File: src/rtl/gf180mcu_fd_sc_mcu7t5v0__dffq_pipe.sv
`default_nettype none
// ============================================================================
// Module   : gf180mcu_fd_sc_mcu7t5v0__dffq_pipe
// Purpose  : Elastic valid/ready register pipeline of DEPTH stages. Each
//            stage holds WIDTH data bits and a valid bit. All data flops are
//            also stitched into a single scan chain.
// Ports    : CLK  - clock, rising-edge active
//            RST  - asynchronous active-high reset
//            VDD/VSS - power pins (only with USE_POWER_PINS, no function)
//            D/DV/DR - upstream data / valid / ready
//            Q/QV/QR - downstream data / valid / ready
//            SE/SI/SO - scan enable / scan in / scan out
//            CNT  - number of occupied stages
// Revision : 1.0 - initial release
// ============================================================================
module gf180mcu_fd_sc_mcu7t5v0__dffq_pipe #(
    parameter int WIDTH = 8,
    parameter int DEPTH = 4
) (
`ifdef USE_POWER_PINS
    inout  wire                          VDD,
    inout  wire                          VSS,
`endif
    input  logic                         CLK,
    input  logic                         RST,
    input  logic [WIDTH-1:0]             D,
    input  logic                         DV,
    output logic                         DR,
    output logic [WIDTH-1:0]             Q,
    output logic                         QV,
    input  logic                         QR,
    input  logic                         SE,
    input  logic                         SI,
    output logic                         SO,
    output logic [$clog2(DEPTH+1)-1:0]   CNT
);

    localparam int C_CHAIN = WIDTH * DEPTH;
    localparam int C_CW    = $clog2(DEPTH + 1);

    // Stage 0 is the input side, stage DEPTH-1 drives Q.
    logic [DEPTH-1:0][WIDTH-1:0] r_s;
    logic [DEPTH-1:0]            r_v;

    logic [DEPTH-1:0]            w_ready;   // stage k can accept a word this edge
    logic [DEPTH-1:0]            w_in_v;    // valid arriving into stage k
    logic [DEPTH-1:0][WIDTH-1:0] w_in_d;    // data arriving into stage k
    logic [C_CHAIN-1:0]          w_flat;
    logic [C_CHAIN-1:0]          w_shift;
    logic [C_CW-1:0]             w_cnt;

    // Ready ripples back from QR: a stage accepts when it is empty or when
    // its occupant moves on this same edge.
    always_comb begin
        w_ready = '0;
        for (int k = DEPTH - 1; k >= 0; k--) begin
            if (k == DEPTH - 1) begin
                w_ready[k] = !r_v[k] || QR;
            end else begin
                w_ready[k] = !r_v[k] || w_ready[k+1];
            end
        end
    end

    always_comb begin
        w_in_v    = '0;
        w_in_d    = '0;
        w_in_v[0] = DV;
        w_in_d[0] = D;
        for (int k = 1; k < DEPTH; k++) begin
            w_in_v[k] = r_v[k-1];
            w_in_d[k] = r_s[k-1];
        end
    end

    // Packed layout puts S[k][b] at bit k*WIDTH+b, which is exactly the scan
    // order SI -> S[0][0] ... S[DEPTH-1][WIDTH-1] -> SO.
    assign w_flat = r_s;

    generate
        if (C_CHAIN == 1) begin : g_shift_single
            assign w_shift = SI;
        end else begin : g_shift_multi
            assign w_shift = {w_flat[C_CHAIN-2:0], SI};
        end
    endgenerate

    always_comb begin
        w_cnt = '0;
        for (int k = 0; k < DEPTH; k++) begin
            w_cnt = w_cnt + C_CW'(r_v[k]);
        end
    end

    always_ff @(posedge CLK or posedge RST) begin
        if (RST) begin
            r_s <= '0;
            r_v <= '0;
        end else if (SE) begin
            // Scan shifts data only; occupancy is frozen.
            r_s <= w_shift;
        end else begin
            for (int k = 0; k < DEPTH; k++) begin
                if (w_ready[k]) begin
                    r_v[k] <= w_in_v[k];
                    // Data only loads with a valid word, so emptied stages
                    // keep their old contents instead of toggling.
                    if (w_in_v[k]) begin
                        r_s[k] <= w_in_d[k];
                    end
                end
            end
        end
    end

    assign DR  = !SE && w_ready[0];
    assign QV  = !SE && r_v[DEPTH-1];
    assign Q   = r_s[DEPTH-1];
    assign SO  = w_flat[C_CHAIN-1];
    assign CNT = w_cnt;

endmodule
`default_nettype wire

File: config.mk
export PLATFORM = sky130hd
export DESIGN_NAME = gf180mcu_fd_sc_mcu7t5v0__dffq_pipe
export DESIGN_NICKNAME = d
export VERILOG_FILES = /design/src/rtl/gf180mcu_fd_sc_mcu7t5v0__dffq_pipe.sv
export SDC_FILE = /design/constraint.sdc
export NUM_CORES = 1
export LEC_CHECK = 0
export ABC_AREA = 1
export ABC_CLOCK_PERIOD_IN_PS = 4600
export BUFFER_PORTS_ARGS = -buffer_cell sky130_fd_sc_hd__clkbuf_2
export CAP_MARGIN = 40
export CORE_UTILIZATION = 55
export CTS_CLUSTER_DIAMETER = 150
export DETAILED_ROUTE_END_ITERATION = 6
export GPL_TIMING_DRIVEN = 0
export PLACE_DENSITY = 0.78
export REMOVE_ABC_BUFFERS = 1
export SYNTH_ARGS = -nofsm -noshare
export SYNTH_HDL_FRONTEND = slang
export SYNTH_SLANG_ARGS = --single-unit
File: constraint.sdc
create_clock -name CLK -period 4.6 [get_ports CLK]
set_input_delay 0.23 -clock CLK [delete_from_list [all_inputs] [get_ports CLK]]
set_output_delay 0.23 -clock CLK [all_outputs]
set_load 0.1 [all_outputs]
==> impl_results.md <==
- Sink count of the clock tree: 36
- Number of antenna violations at the first check in global routing: 0
- Routed wire length per instance: 11.3 um
- Part of the total power dissipated in sequential elements: 35.4%
- Proportion of netlist area held by the largest area contributor: 44.1%
- Arrival time worst endpoint: 2.41 ns
- Number of antenna repair diodes: 0
- RSZ-0062 raised after global routing: no
- Endpoints failing setup: 0
- Max_slew headroom: 50.0%
- Synth Cell Area: 2040 um^2
- Critical path endpoint category: output port
- DR vias/cell: 5.16
- Critical path launch point type: flop
- Synth area leader: sky130_fd_sc_hd__dfrtp_1
- Die span in y: 63.0 um
- Residual overflow from global routing: 0
- Depth of the CTS H-tree: 2
- Leading register cell type out of synthesis: sky130_fd_sc_hd__dfrtp_1
- Count of routing violations after the opening detailed-route iteration: 67
- Yosys reg bits: 36
- Worst setup timing slack at the placement stage: 2.26 ns
- Crit-path leading delay family: adder cells
- Leak Pwr: 0.00111 uW
- Post-route total power: 1260 uW
- Detailed Route WL: 3590 um
- Half-perimeter wire length after detailed placement: 2410 um
- Maximum net fanout on the critical path: 6
- Top-level port count: 28
- Starting density of the core: 59.4%
- Vias post-DR: 1645
- Share of cells above drive strength 1: 20.5%
- Overall track demand over capacity in global routing: 20.5%
- Cells resized by post-CTS repair: 0
- Row count: 21
- Overall die area: 3970 um^2
- Clock share of power: 16.7%
- PwrDens: 580 nW/um^2
- Clock tree from TritonCTS: yes
- Hold Buf Count CTS: 0
- TritonCTS buffer count: 5
- Die Span X: 63.0 um
- Number of routed nets with antenna violations: 0
- Max Root-Sink Buffers: 2
- Clock latency at the later pin of the worst-skew pair: 0.29 ns
- Final number of hold-violating endpoints: 0
- Max-cap violation count: 0
- DR pass1 iterations: 4
- Setup Buffers After CTS: 0
- Cell at the root of the clock tree: sky130_fd_sc_hd__clkbuf_8
- Final-report max-slew violation count: 0
- Internal cell power: 607 uW
- Global-route wire length before repair: 6350 um
- Cell at the slowest stage of the critical path: sky130_fd_sc_hd__fa_1
- Worst path cell trace: inv_1 > fa_1 > inv_1 > ha_1 > ha_1 > clkbuf_2
- Async set-reset flop share out of synthesis: 100%
- Ranking of synthesized cells by area: sky130_fd_sc_hd__dfrtp_1, sky130_fd_sc_hd__nand2_1, sky130_fd_sc_hd__nand3_1
- Final estimated routing congestion in global placement: 0.744
- Tightest Hold Check Type: input port to async pin
- Critical path required time: 4.37 ns
- Cell count after placement: 312
- Crit path buf inv count: 3
- Final instance count without filler cells: 319
- Sequential area share after synthesis: 44.1%
- Summed negative setup slack over all endpoints: 0 ns
- FILL cells: 332
- Drt drc: 0
- Clock-pin transition on the worst setup and hold timing paths: 0.07 ns
- Cell count after synthesis: 260
- Shortest clock period the worst path allows after layout: 2.64 ns
- Transition time at the pin with the least slew margin: 0.750 ns
- Synth warnings: 0
- Number of global-route vias before repair: 1481
- Most frequent cells after synthesis: sky130_fd_sc_hd__nand2_1, sky130_fd_sc_hd__dfrtp_1, sky130_fd_sc_hd__nand3_1
- Delay of the slowest cell on the worst path: 0.54 ns
- Layout Nets: 290
- I/O Buffers: 27
- Switching power: 649 uW
- Run status: finished, final reports clean
- Switching share of power: 51.7%
- Maximum clock skew at final layout: 0.00375 ns
- Area Growth Syn to Fin: 5.94%
- Yosys cell types: 28
- Worst IR Drop VDD: 303 uV
- Cell with the most instances after synthesis: sky130_fd_sc_hd__nand2_1
- Pin count of the biggest net entering global routing: 62
- Average cell area after synthesis: 7.86 um^2
- Critical Setup Path Class: flop to output port
- Part of the power in combinational logic: 48.0%
- Fmax: 0.379 GHz
- Number of enable flip-flop cells after synthesis: 0
- Final period utilization: 57.3%
- Post-route setup slack: 1.96 ns
- Placeable core region: 3440 um^2
## power by group through the flow
stage	registers (uW)	logic (uW)	clock network, uW
2_1_floorplan	632	333	0
3_3_place_gp	447	597	0
3_5_place_dp	450	607	0
4_1_cts	444	609	217
5_1_grt	455	642	229
6_report	444	602	209
## cells by family (layout without fill, tap and decap cells)
family	after synthesis	count (layout)	synth area share, %
simple gates	131	131	28.9
compound gates	46	46	13.0
buf+inv	44	57	11.9
flops	36	36	44.1
fa+ha+maj	3	3	2.20
## layout by cell type, fill, tap and decap left out, drive strengths merged
master / netlist / routed
nand2: 89 / 89
dfrtp: 36 / 36
clkbuf: 1 / 33
o21ai: 33 / 33
nand3: 27 / 27
inv: 23 / 23
nor2: 13 / 13
a21oi: 11 / 11
ha: 2 / 2
nand4: 1 / 1
or2: 1 / 1
o211ai: 1 / 1
o21a: 1 / 1
fa: 1 / 1
clkinv: 0 / 1
## metrics by stage
stage               cell area [um^2]  hold slack, ns  utilization [%]
floorplan                       1900           0.319                -
global placement                2090           0.489             60.7
detailed placement              2090           0.392             60.7
CTS                             2170          0.0799             62.9
global route                    2170           0.121             62.9
finish                          2170          0.0541             62.9
## final timing paths
kind | from | endpoint | slack, ns | cells after the start
hold / removal | RST | r_v[3] | 0.05 | 2
min in group CLK | D[5] | r_s[5] | 0.26 | 5
max in group asynchronous | RST | r_s[5] | 4.07 | 2
setup reg to reg | r_v[2] | r_s[2] | 3.32 | 5
setup / recovery | r_v[0] | CNT[1] | 1.96 | 6
hold reg to reg | r_s[9] | r_s[9] | 0.51 | 2
## layer usage
metal	track usage [%]	wire length, um	vias up
li1	-	-	845
met1	25.8	1710	769
met2	33.5	1710	24
met3	3.83	122	7
met4	10.5	55	0
met5	0	0	-
## final cells by class
cell class / count / area (um^2) / area share (%)
clock buffers: 6 / 72.6 / 3.35
clock inverters: 1 / 5.00 / 0.231
inverters: 23 / 93.8 / 4.33
multi-input cells: 180 / 901 / 41.6
flip-flops and latches: 36 / 901 / 41.6
well taps: 46 / 57.6 / 2.66
repair buffers: 27 / 135 / 6.24
## state kept, by name, indices dropped and copies added, names as in the netlist
name	cells
r_s	24
Q	8
r_v	4
## worst register-to-register path: stages (launching register included)
cell,delay [ns]
sky130_fd_sc_hd__dfrtp_1,0.52
sky130_fd_sc_hd__nand3_2,0.15
sky130_fd_sc_hd__nor2_2,0.19
sky130_fd_sc_hd__nand3_4,0.15
sky130_fd_sc_hd__nand3_1,0.11
sky130_fd_sc_hd__nand2_1,0.07
(Power assumes the default switching activity.)
